**src/rtl/ft245_device_emulator_pkg.sv**
```systemverilog
// Shared constants and FSM encodings for the FT245 device-side emulator.
package ft245_emu_pkg;
    localparam int BYTE_W          = 8;
    localparam int T_RD_CYC_DEF    = 5;
    localparam int T_PRECH_CYC_DEF = 3;

    typedef enum logic [1:0] {R_IDLE, R_AVAIL, R_DRIVE, R_PRECH} rx_state_e;
    typedef enum logic [1:0] {T_IDLE, T_READY, T_WAITHI, T_PRECH} tx_state_e;
endpackage

```
**src/rtl/ft245_device_emulator_if.sv**
```systemverilog
// FT245 parallel FIFO bus plus the load/drain side ports of the emulator.
// master = FPGA/host-model side, slave = emulated FT245 chip.
interface ft245_device_emulator_if;
    import ft245_emu_pkg::*;

    logic [BYTE_W-1:0] rx_data_245;
    logic              rxf_245;
    logic              rx_245;
    logic [BYTE_W-1:0] tx_data_245;
    logic              txe_245;
    logic              wr_245;
    logic              tx_oe_245;
    logic [BYTE_W-1:0] ld_data;
    logic              ld_valid;
    logic              ld_ready;
    logic [BYTE_W-1:0] dr_data;
    logic              dr_valid;
    logic              dr_ready;
    logic              proto_err;

    modport slave (
        output rx_data_245, rxf_245, txe_245, ld_ready, dr_data, dr_valid, proto_err,
        input  rx_245, tx_data_245, wr_245, tx_oe_245, ld_data, ld_valid, dr_ready
    );

    modport master (
        input  rx_data_245, rxf_245, txe_245, ld_ready, dr_data, dr_valid, proto_err,
        output rx_245, tx_data_245, wr_245, tx_oe_245, ld_data, ld_valid, dr_ready
    );
endinterface

```
**src/rtl/ft245_device_emulator_sync_fifo.sv**
```systemverilog
// Registered-pointer synchronous FIFO; push+pop in one cycle allowed when non-empty.
module sync_fifo #(
    parameter int WIDTH = 8,
    parameter int DEPTH = 16
) (
    input  logic             clk,
    input  logic             rst,
    input  logic             push_i,
    input  logic [WIDTH-1:0] data_i,
    input  logic             pop_i,
    output logic [WIDTH-1:0] data_o,
    output logic             full_o,
    output logic             empty_o
);
    localparam int AW = $clog2(DEPTH);

    logic [AW:0]      wr_ptr_q;
    logic [AW:0]      rd_ptr_q;
    logic [WIDTH-1:0] mem_q [DEPTH];
    logic             do_push;
    logic             do_pop;

    assign empty_o = (wr_ptr_q == rd_ptr_q);
    assign full_o  = (wr_ptr_q[AW] != rd_ptr_q[AW]) && (wr_ptr_q[AW-1:0] == rd_ptr_q[AW-1:0]);
    assign do_push = push_i & ~full_o;
    assign do_pop  = pop_i & ~empty_o;
    assign data_o  = mem_q[rd_ptr_q[AW-1:0]];

    always_ff @(posedge clk) begin
        if (!rst) begin
            wr_ptr_q <= '0;
            rd_ptr_q <= '0;
        end else begin
            if (do_push) wr_ptr_q <= wr_ptr_q + 1'b1;
            if (do_pop)  rd_ptr_q <= rd_ptr_q + 1'b1;
        end
    end

    always_ff @(posedge clk) begin
        if (do_push) mem_q[wr_ptr_q[AW-1:0]] <= data_i;
    end
endmodule

```
**src/rtl/ft245_device_emulator.sv**
```systemverilog
// FT245 chip-side emulator: RX/TX FIFOs, RD#/WR# handshake FSMs, sticky protocol error.
// FT245_EMU_LOOPBACK_EN: route the TX FIFO head back into the RX FIFO.
//   state    | meaning
//   R_IDLE   | rxf high, waiting for a queued byte
//   R_AVAIL  | rxf low, waiting for RD# fall
//   R_DRIVE  | RD# low, data valid once the access counter expires
//   R_PRECH  | rxf held high after a read
//   T_IDLE   | txe high, waiting for TX space
//   T_READY  | txe low, waiting for WR# fall
//   T_WAITHI | byte taken, waiting for WR# rise
//   T_PRECH  | txe held high after a write
module ft245_device_emulator
    import ft245_emu_pkg::*;
#(
    parameter int DEPTH       = 16,
    parameter int T_RD_CYC    = T_RD_CYC_DEF,
    parameter int T_PRECH_CYC = T_PRECH_CYC_DEF
) (
    input  logic                   clk,
    input  logic                   rst,
    ft245_device_emulator_if.slave bus
);
    rx_state_e         rx_st_q;
    tx_state_e         tx_st_q;
    logic              rx_q, rx_prev_q, wr_q, wr_prev_q;
    logic [BYTE_W-1:0] txd_q;
    logic [BYTE_W-1:0] rx_data_q;
    logic              rxf_q, txe_q, proto_err_q, rst_done_q;
    logic [7:0]        rd_cnt_q, rx_pre_q, tx_pre_q;

    logic              rd_fall, rd_rise, wr_fall, wr_rise;
    logic              rx_push, rx_pop, rx_full, rx_empty;
    logic              tx_push, tx_pop, tx_full, tx_empty;
    logic [BYTE_W-1:0] rx_din, rx_head, tx_head;
    logic              ld_ready, ld_push, dr_valid;
    logic              rd_early, rd_bad, wr_bad, contention;

    assign rd_fall = rx_prev_q & ~rx_q;
    assign rd_rise = ~rx_prev_q & rx_q;
    assign wr_fall = wr_prev_q & ~wr_q;
    assign wr_rise = ~wr_prev_q & wr_q;

    assign rx_pop     = (rx_st_q == R_DRIVE) & rd_rise;
    assign rd_early   = rx_pop & (rd_cnt_q != 8'd0);
    assign rd_bad     = rd_fall & ((rx_st_q == R_IDLE) | (rx_st_q == R_PRECH));
    assign tx_push    = (tx_st_q == T_READY) & wr_fall;
    assign wr_bad     = wr_fall & (tx_st_q != T_READY);
    assign contention = bus.tx_oe_245 & ~rx_q;
    assign ld_ready   = rst_done_q & ~rx_full;

`ifdef FT245_EMU_LOOPBACK_EN
    logic lb_move;
    logic dr_ready_unused;
    assign dr_ready_unused = bus.dr_ready;

    always_comb begin
        ld_push  = bus.ld_valid & ld_ready;
        lb_move  = ~bus.ld_valid & rst_done_q & ~rx_full & ~tx_empty;
        rx_push  = ld_push | lb_move;
        rx_din   = ld_push ? bus.ld_data : tx_head;
        dr_valid = 1'b0;
        tx_pop   = lb_move;
    end
`else
    always_comb begin
        ld_push  = bus.ld_valid & ld_ready;
        rx_push  = ld_push;
        rx_din   = bus.ld_data;
        dr_valid = ~tx_empty;
        tx_pop   = dr_valid & bus.dr_ready;
    end
`endif

    sync_fifo #(.WIDTH(BYTE_W), .DEPTH(DEPTH)) u_rx_fifo (
        .clk(clk), .rst(rst), .push_i(rx_push), .data_i(rx_din), .pop_i(rx_pop),
        .data_o(rx_head), .full_o(rx_full), .empty_o(rx_empty)
    );

    sync_fifo #(.WIDTH(BYTE_W), .DEPTH(DEPTH)) u_tx_fifo (
        .clk(clk), .rst(rst), .push_i(tx_push), .data_i(txd_q), .pop_i(tx_pop),
        .data_o(tx_head), .full_o(tx_full), .empty_o(tx_empty)
    );

    // Strobes are registered once; tx data rides with WR# so the byte matches the detected fall.
    always_ff @(posedge clk) begin
        if (!rst) begin
            rx_q        <= 1'b1;
            rx_prev_q   <= 1'b1;
            wr_q        <= 1'b1;
            wr_prev_q   <= 1'b1;
            txd_q       <= '0;
            rst_done_q  <= 1'b0;
            proto_err_q <= 1'b0;
        end else begin
            rx_q       <= bus.rx_245;
            rx_prev_q  <= rx_q;
            wr_q       <= bus.wr_245;
            wr_prev_q  <= wr_q;
            txd_q      <= bus.tx_data_245;
            rst_done_q <= 1'b1;
            if (rd_early | rd_bad | wr_bad | contention) proto_err_q <= 1'b1;
        end
    end

    always_ff @(posedge clk) begin
        if (!rst) begin
            rx_st_q   <= R_IDLE;
            rxf_q     <= 1'b1;
            rx_data_q <= '0;
            rd_cnt_q  <= '0;
            rx_pre_q  <= '0;
        end else begin
            case (rx_st_q)
                R_IDLE: if (!rx_empty) begin
                    rx_st_q <= R_AVAIL;
                    rxf_q   <= 1'b0;
                end
                R_AVAIL: if (rd_fall) begin
                    rx_st_q  <= R_DRIVE;
                    rd_cnt_q <= 8'(T_RD_CYC);
                end
                R_DRIVE: begin
                    if (rd_rise) begin
                        rx_st_q   <= R_PRECH;
                        rxf_q     <= 1'b1;
                        rx_data_q <= '0;
                        rx_pre_q  <= 8'(T_PRECH_CYC);
                    end else if (rd_cnt_q != 8'd0) begin
                        rd_cnt_q <= rd_cnt_q - 8'd1;
                        if (rd_cnt_q == 8'd1) rx_data_q <= rx_head;
                    end
                end
                R_PRECH: begin
                    if (rx_pre_q <= 8'd1) rx_st_q <= R_IDLE;
                    else                  rx_pre_q <= rx_pre_q - 8'd1;
                end
                default: rx_st_q <= R_IDLE;
            endcase
        end
    end

    always_ff @(posedge clk) begin
        if (!rst) begin
            tx_st_q  <= T_IDLE;
            txe_q    <= 1'b1;
            tx_pre_q <= '0;
        end else begin
            case (tx_st_q)
                T_IDLE: if (!tx_full) begin
                    tx_st_q <= T_READY;
                    txe_q   <= 1'b0;
                end
                T_READY: if (wr_fall) begin
                    tx_st_q <= T_WAITHI;
                    txe_q   <= 1'b1;
                end
                T_WAITHI: if (wr_rise) begin
                    tx_st_q  <= T_PRECH;
                    tx_pre_q <= 8'(T_PRECH_CYC);
                end
                T_PRECH: begin
                    if (tx_pre_q <= 8'd1) tx_st_q <= T_IDLE;
                    else                  tx_pre_q <= tx_pre_q - 8'd1;
                end
                default: tx_st_q <= T_IDLE;
            endcase
        end
    end

    assign bus.rx_data_245 = rx_data_q;
    assign bus.rxf_245     = rxf_q;
    assign bus.txe_245     = txe_q;
    assign bus.ld_ready    = ld_ready;
    assign bus.dr_data     = tx_head;
    assign bus.dr_valid    = dr_valid;
    assign bus.proto_err   = proto_err_q;
endmodule
```
**src/flat_wrapper.sv**
```systemverilog
// flat-port wrapper written by rule: the top's interface ports become plain ports
module ft245_device_emulator_flat import ft245_emu_pkg::*;
#(
    parameter int DEPTH       = 16,
    parameter int T_RD_CYC    = T_RD_CYC_DEF,
    parameter int T_PRECH_CYC = T_PRECH_CYC_DEF
)
  (clk, rst, bus_rx_data_245, bus_rxf_245, bus_txe_245, bus_ld_ready, bus_dr_data, bus_dr_valid, bus_proto_err, bus_rx_245, bus_tx_data_245, bus_wr_245, bus_tx_oe_245, bus_ld_data, bus_ld_valid, bus_dr_ready);
  ft245_device_emulator_if bus_i ();
  input  logic clk;
  input  logic rst;
  output wire logic [$bits(bus_i.rx_data_245)-1:0] bus_rx_data_245;
  output wire logic [$bits(bus_i.rxf_245)-1:0] bus_rxf_245;
  output wire logic [$bits(bus_i.txe_245)-1:0] bus_txe_245;
  output wire logic [$bits(bus_i.ld_ready)-1:0] bus_ld_ready;
  output wire logic [$bits(bus_i.dr_data)-1:0] bus_dr_data;
  output wire logic [$bits(bus_i.dr_valid)-1:0] bus_dr_valid;
  output wire logic [$bits(bus_i.proto_err)-1:0] bus_proto_err;
  input wire logic [$bits(bus_i.rx_245)-1:0] bus_rx_245;
  input wire logic [$bits(bus_i.tx_data_245)-1:0] bus_tx_data_245;
  input wire logic [$bits(bus_i.wr_245)-1:0] bus_wr_245;
  input wire logic [$bits(bus_i.tx_oe_245)-1:0] bus_tx_oe_245;
  input wire logic [$bits(bus_i.ld_data)-1:0] bus_ld_data;
  input wire logic [$bits(bus_i.ld_valid)-1:0] bus_ld_valid;
  input wire logic [$bits(bus_i.dr_ready)-1:0] bus_dr_ready;
  assign bus_rx_data_245 = bus_i.rx_data_245;
  assign bus_rxf_245 = bus_i.rxf_245;
  assign bus_txe_245 = bus_i.txe_245;
  assign bus_ld_ready = bus_i.ld_ready;
  assign bus_dr_data = bus_i.dr_data;
  assign bus_dr_valid = bus_i.dr_valid;
  assign bus_proto_err = bus_i.proto_err;
  assign bus_i.rx_245 = bus_rx_245;
  assign bus_i.tx_data_245 = bus_tx_data_245;
  assign bus_i.wr_245 = bus_wr_245;
  assign bus_i.tx_oe_245 = bus_tx_oe_245;
  assign bus_i.ld_data = bus_ld_data;
  assign bus_i.ld_valid = bus_ld_valid;
  assign bus_i.dr_ready = bus_dr_ready;
  ft245_device_emulator #(.DEPTH(DEPTH), .T_RD_CYC(T_RD_CYC), .T_PRECH_CYC(T_PRECH_CYC)) u_core (.clk(clk), .rst(rst), .bus(bus_i));
endmodule
```
**config.mk**
```make
export PLATFORM = sky130hd
export DESIGN_NAME = ft245_device_emulator_flat
export DESIGN_NICKNAME = d
export VERILOG_FILES = /design/src/rtl/ft245_device_emulator_pkg.sv /design/src/rtl/ft245_device_emulator_if.sv /design/src/rtl/ft245_device_emulator_sync_fifo.sv /design/src/rtl/ft245_device_emulator.sv /design/src/flat_wrapper.sv
export SDC_FILE = /design/constraint.sdc
export NUM_CORES = 1
export LEC_CHECK = 0
export ABC_AREA = 1
export CORE_ASPECT_RATIO = 1.25
export CORE_MARGIN = 5
export CORE_UTILIZATION = 60
export DETAILED_ROUTE_END_ITERATION = 12
export GPL_ROUTABILITY_DRIVEN = 0
export GPL_TIMING_DRIVEN = 0
export HOLD_SLACK_MARGIN = 0.15
export PLACE_DENSITY = 0.78
export SLEW_MARGIN = 0
export SYNTH_ARGS = -nofsm -noshare
export SYNTH_HDL_FRONTEND = slang
export SYNTH_SLANG_ARGS = --single-unit
```
**constraint.sdc**
```tcl
create_clock -name clk -period 2.5 [get_ports clk]
set_input_delay 0.5 -clock clk [delete_from_list [all_inputs] [get_ports clk]]
set_output_delay 0.5 -clock clk [all_outputs]
set_load 0.01 [all_outputs]
```
### Yosys cells after proc, flatten, opt, wreduce, memory -nomap -nowiden

Memories as Yosys holds them, arrays and structs flattened. A register that Yosys moved wholly into a read port is not among the register bits.
Cells that the tools add are included.
Widths: inputs -> output; s select.

* register bits after elaboration: 72
* RAM bits: 256
* output and inout port bits: 21
* word-level logic and storage cells: 143
* memories: 2

Memories
* u_core.u_rx_fifo.mem_q: words 16, width 8, read ports 1, clocked after Yosys merged registers in 1, wr ports 1, RTL line ft245_device_emulator_sync_fifo.sv:19 `logic [WIDTH-1:0] mem_q [DEPTH];`
* u_core.u_tx_fifo.mem_q: words 16, width 8, read ports 1, clocked after Yosys merged registers in 1, wr ports 1, RTL line ft245_device_emulator_sync_fifo.sv:19

* add/subtract/negate cells: 7
* $lt $le $gt $ge: 2
* equal/unequal tests: 26
* muxes and demuxes: 38
* bitwise operators: 29
* reduce and logical (&&, ||, !) cells: 20

Operator list (number)
* $mux 8: 10
* $pmux 8 s2: 3
* $sub 8x1->8 const B: 3
* $add 5x1->5 const B: 4
* $and 1x1->1: 17
* $le 8x1->1 const B: 2
* $mux 2: 8
* $mux 4: 4
* $pmux 2 s4: 2
* $reduce_and 3->1: 5
* $ne 2x2->1 const B: 7
* $reduce_bool 2->1: 7
* $ne 2x1->1 const B: 6
* $reduce_and 4->1: 3
* $eq 5x5->1: 2
* $mux 1: 9
* $eq 2x2->1 const B: 4
* $eq 4x4->1: 2
* $eq 8x1->1 const B: 1
* $not 1->1: 8
* $reduce_bool 8->1: 1
* $eq 2x1->1 const B: 2
* $logic_not 2->1: 2
* $or 1x1->1: 4
* 3 further kinds: 6

### Depth between registers and ports, before layout

* depth after elaboration: 8
* depth in mapped cells: 12

### Modules after synthesis

Synthesis repeated with hierarchy kept, for this count alone.

* cells, all modules: 1482
* area total of the unflattened synthesis: 14904.3 sq um

Modules (own cells, without submodules)
* sync_fifo at u_core.u_rx_fifo: times used 1, cells each 537, area an instance 6068.3 sq um
* sync_fifo at u_core.u_tx_fifo: times used 1, cells each 534, area an instance 6049.6 sq um
* ft245_device_emulator: times used 1, cells each 411, area an instance 2786.4 sq um

### Worst setup path before layout

No wires, ideal clock.

* path kind: reg2reg
* from: register u_core.u_tx_fifo.wr_ptr_q[2]
* to: memory u_core.u_tx_fifo.mem_q[11][0] (enable)
* library setup time: 383 ps
* data arrival time: 1560 ps
* path slack: 556 ps
* cell stages (with the launch flop): 10
* period minus slack after synthesis: 1944 ps
* cells stage by stage: dfxtp_1 -> buf_4 -> inv_2 -> nand2_1 -> nand2_1 -> nor2_1 -> and2_4 -> nand2_4 -> nand2_8 -> nor3_1

* longest elaborated chain between the ends: 6

Ends and longest elaborated chain
* from (decl): RTL line ft245_device_emulator_sync_fifo.sv:17 `logic [AW:0] wr_ptr_q;`
* from (signal assigned): RTL line ft245_device_emulator_sync_fifo.sv:34 `if (do_push) wr_ptr_q <= wr_ptr_q + 1'b1;`
* $eq 4x4->1: RTL line ft245_device_emulator_sync_fifo.sv:24 `assign full_o = (wr_ptr_q[AW] != rd_ptr_q[AW]) && (wr_ptr_q[AW-1:0] == rd_ptr_q[AW-1:0]);`
* $logic_and 1x1->1: RTL line ft245_device_emulator_sync_fifo.sv:24
* $not 1->1: RTL line ft245_device_emulator_sync_fifo.sv:25 `assign do_push = push_i & ~full_o;`
* $and 1x1->1: RTL line ft245_device_emulator_sync_fifo.sv:25
* $mux 1: RTL line ft245_device_emulator_sync_fifo.sv:40 `if (do_push) mem_q[wr_ptr_q[AW-1:0]] <= data_i;`
* $mux 1 (not written as such): RTL line ft245_device_emulator_sync_fifo.sv:40
* to (decl): RTL line ft245_device_emulator_sync_fifo.sv:19

Several ways; a longest one is shown, not always the timed one.

==> run summary <==
Most area-consuming cells after synthesis - sky130_fd_sc_hd__edfxtp_1, sky130_fd_sc_hd__dfxtp_1, sky130_fd_sc_hd__nand2_1
Total Die Area - 27800 µm²
Cell Chain, Critical Path - buf_12 -> clkbuf_16 -> nor2_1 -> o22ai_2 -> o211ai_1 -> nand2_1 -> buf_2
Final core area utilization - 0.701
Setup ws final - -24.9 ps
Clock skew - 15.9 ps
Aggregate global-route resource usage - 0.259
Share of layout cells above drive strength 1 - 0.121
Largest net degree at the start of global routing - 17
Pins Over Slew Limit - 0
Endpoint type of the worst setup path - primary output
RSZ-0062 raised after global routing - true
EDFF count, synth - 256
Crit path largest cell delay - 370 ps
Count of maximum capacitance violations - 0
Root buffer cell - sky130_fd_sc_hd__clkbuf_16
Startpoint kind of the worst setup timing path - flop
Number of distinct library cell variants in the gate-level netlist after synthesis - 45
I/O pins - 44
Result of the run - finished with violations
Floorplan Core Area - 24300 µm²
Wire length of the first global-routing pass - 55700 µm
Arrival time of data at the critical path endpoint - 2020 ps
FFs w/ async S/R, synth - 0
Number of fill cells - 1801
X dimension of the die - 150 µm
Power density over the cells - 847 nW/µm²
Register cell area after layout - 9300 µm²
CTS tree - built
Avg Cell Area, Syn - 10.0 µm²
Length of the first detailed-routing pass in iterations - 6
Post-synthesis sequential area ratio - 0.631
Critical path start-end classification - flop to primary output
Sum of routed wire length over all layers - 36400 µm
Ys Warns - 0
Total clock buffers created by CTS - 31
Leakage power summed over all cells - 6.84 nW
Post-detailed-route count of antenna-violating nets - 0
Slew at the pin closest to its max-slew limit - 995 ps
Post-placement cell count - 1840
Clock-pin slew reported for the worst setup and hold paths after clock tree synthesis - 70 ps
Largest fanout on the critical path - 8
Total overflow reported by the global router - 0
Cell at the slowest stage of the critical path - sky130_fd_sc_hd__dfxtp_4
Count of clock tree sinks - 336
Number of hold violations in the final report - 0
Clock Latency Late Sink - 560 ps
Post-detailed-route via-to-cell ratio - 5.64
Starting density of the core - 0.605
Violated checks - setup timing
Most frequent cells in the layout - sky130_fd_sc_hd__nand2_1, sky130_fd_sc_hd__edfxtp_1, sky130_fd_sc_hd__inv_1, sky130_fd_sc_hd__nor2_1, sky130_fd_sc_hd__nand3_1
Kind of path behind the tightest hold check - flop to flop
Routed via count - 10700
Worst slew margin relative to its limit - 0.334
Flip-flop and latch count after synthesis - 336
Netlist area before placement - 14700 µm²
Synth area leader - sky130_fd_sc_hd__edfxtp_1
Critical path required time - 2000 ps
Ratio of final minimum period to clock period - 1.01
Initial antenna violation count - 0
Wire length per cell after detailed routing - 19.1 µm
Maximum clock frequency - 0.396 GHz
Count of hold buffers inserted by post-cts repair - 0
Critical path's top delay family - buffers and inverters
Standard-cell row count - 64
Post-synthesis instance total - 1466
Worst vdd ir - 0.000989 V
Most common cell after layout, fill and taps aside - sky130_fd_sc_hd__nand2_1
Number of nets in the finished design - 1599
Most used flip-flop cell after synthesis - sky130_fd_sc_hd__edfxtp_1
Synth Net Count - 1515
Number of port buffers - 43
Share of the synthesized area in the top cell type - 0.522
HPWL Detailed - 23700 µm
Area added between synthesis and finish - 15.9%
Final Critical Period - 2520 ps
Number of buffers on the longest clock path - 3
Final routed DRC violation total - 0
H-tree lvl count - 1
Area taken by multi-input logic gates - 4670 µm²
Diodes inserted - 0
Total buffers and inverters traversed by the critical path - 3
Total of endpoints with negative setup slack in the final report - 2
Detailed Route Iter0 Violations - 1009
Height of the die - 185 µm
Via count of the first global-routing pass - 10500
Cell Count, Final, Fillers Out - 1904
## Yosys cell counts (3+ instances only)
| cell | n |
|---|---|
| sky130_fd_sc_hd__xor2_1 | 16 |
| sky130_fd_sc_hd__a21oi_1 | 42 |
| sky130_fd_sc_hd__nor2_1 | 171 |
| sky130_fd_sc_hd__nand3_1 | 155 |
| sky130_fd_sc_hd__nand2_1 | 310 |
| sky130_fd_sc_hd__clkbuf_1 | 33 |
| sky130_fd_sc_hd__o221ai_1 | 24 |
| sky130_fd_sc_hd__o21bai_1 | 3 |
| sky130_fd_sc_hd__o21ai_0 | 65 |
| sky130_fd_sc_hd__nand4_1 | 10 |
| sky130_fd_sc_hd__dfxtp_1 | 80 |
| sky130_fd_sc_hd__o211ai_1 | 8 |
| sky130_fd_sc_hd__buf_4 | 4 |
| sky130_fd_sc_hd__ha_1 | 26 |
| sky130_fd_sc_hd__edfxtp_1 | 256 |
| sky130_fd_sc_hd__nor2_4 | 4 |
| sky130_fd_sc_hd__nand2_2 | 4 |
| sky130_fd_sc_hd__nand2_4 | 10 |
| sky130_fd_sc_hd__or2_2 | 3 |
| sky130_fd_sc_hd__o22ai_1 | 8 |
| sky130_fd_sc_hd__inv_1 | 167 |
| sky130_fd_sc_hd__inv_2 | 8 |
| sky130_fd_sc_hd__xnor2_1 | 9 |
| sky130_fd_sc_hd__buf_2 | 17 |
| sky130_fd_sc_hd__nor3_1 | 6 |
| sky130_fd_sc_hd__nor2_2 | 5 |
## sequential cells by signal (all words and copies together), names as in the netlist, named ones only
name / flops
u_core.tx_st_q: 2
u_core.rx_prev_q: 1
u_core.rx_q: 1
u_core.txd_q: 8
u_core.u_tx_fifo.mem_q: 128
u_core.u_rx_fifo.mem_q: 128
u_core.rst_done_q: 1
u_core.bus.rxf_245: 1
u_core.tx_pre_q: 8
u_core.bus.txe_245: 1
u_core.rx_pre_q: 8
u_core.u_tx_fifo.wr_ptr_q: 5
u_core.u_tx_fifo.rd_ptr_q: 5
u_core.wr_q: 1
u_core.wr_prev_q: 1
u_core.rd_cnt_q: 8
u_core.bus.rx_data_245: 8
u_core.bus.proto_err: 1
u_core.u_rx_fifo.rd_ptr_q: 5
u_core.u_rx_fifo.wr_ptr_q: 5
u_core.rx_st_q: 2
## tightest hold or removal path: stages (launching register included)
cell and delay (ps):
sky130_fd_sc_hd__dfxtp_1 320, sky130_fd_sc_hd__inv_2 50, sky130_fd_sc_hd__nand2_1 50
## path summary, 6_finish.rpt
check / cells past startpoint / startpoint / slack [ps] / end
setup / recovery: 7 / flop / -20 / bus_dr_data[1]
hold / removal: 2 / u_core.wr_q$_SDFF_PN1_ / 440 / u_core.wr_prev_q$_SDFF_PN1_
setup reg to reg: 8 / u_core.u_rx_fifo.wr_ptr_q[3]$_SDFFE_PN0P_ / 160 / u_core.u_rx_fifo.mem_q[5][7]$_DFFE_PP_
hold reg to reg: 2 / u_core.wr_q$_SDFF_PN1_ / 440 / u_core.wr_prev_q$_SDFF_PN1_
## per-layer routing
| layer | vias to the layer above | part of all wire | GRT usage | wire length [µm] |
|---|---|---|---|---|
| met1 | 5057 | 0.37 | 0.311 | 13300 |
| met4 | 0 | 0.050 | 0.119 | 1810 |
| met5 | - | 0 | 0 | 0 |
| met2 | 500 | 0.51 | 0.466 | 18600 |
| li1 | 5070 | - | - | - |
| met3 | 109 | 0.074 | 0.0323 | 2690 |
## report_power, final
| group | leakage, nW | internal (mW) | total (mW) | switching [mW] |
|---|---|---|---|---|
| Clock | 0.509 | 2.71 | 4.76 | 2.05 |
| Combinational | 3.35 | 1.28 | 3.31 | 2.03 |
| Sequential | 2.98 | 6.19 | 6.40 | 0.205 |
## metrics by stage
step           power (mW)  worst slack, ps  hold slack (ps)  instance area (µm²)  setup TNS [ps]
6_report             14.5            -24.9              444                17100           -32.8
5_1_grt              15.1             -118              451                17100            -193
4_1_cts              14.2            -60.8              442                16900            -134
3_5_place_dp         9.30             -377              426                15600           -3480
3_3_place_gp         9.20             -358              426                15600           -4010
2_1_floorplan        8.32              556              411                14700               0
## final cells by class
type | count | share of cell area
Sequential cell | 336 | 0.545
Multi-Input combinational cell | 895 | 0.273
Clock buffer | 37 | 0.0492
Inverter | 178 | 0.0403
Timing Repair Buffer | 52 | 0.0297
Buffer | 56 | 0.0276
Tap cell | 330 | 0.0242
Clock inverter | 20 | 0.0108
## cells by family after synthesis
| group | share of synthesized area |
|---|---|
| simple gates | 0.205 |
| flops | 0.631 |
| buf+inv | 0.0638 |
| compound gates | 0.0632 |
| fa+ha+maj | 0.0221 |
| xor+xnor | 0.0149 |
## repair_timing
| item | 4_1_cts | 5_1_grt |
|---|---|---|
| gates resized for setup | 123 | 53 |
| buffers inserted | 2 | 2 |
| gates cloned | 1 | 3 |
| pin swaps | 15 | 25 |
| setup endpoints to repair | 10 | 9 |
Note: power is estimated with default switching activity, not from simulation.
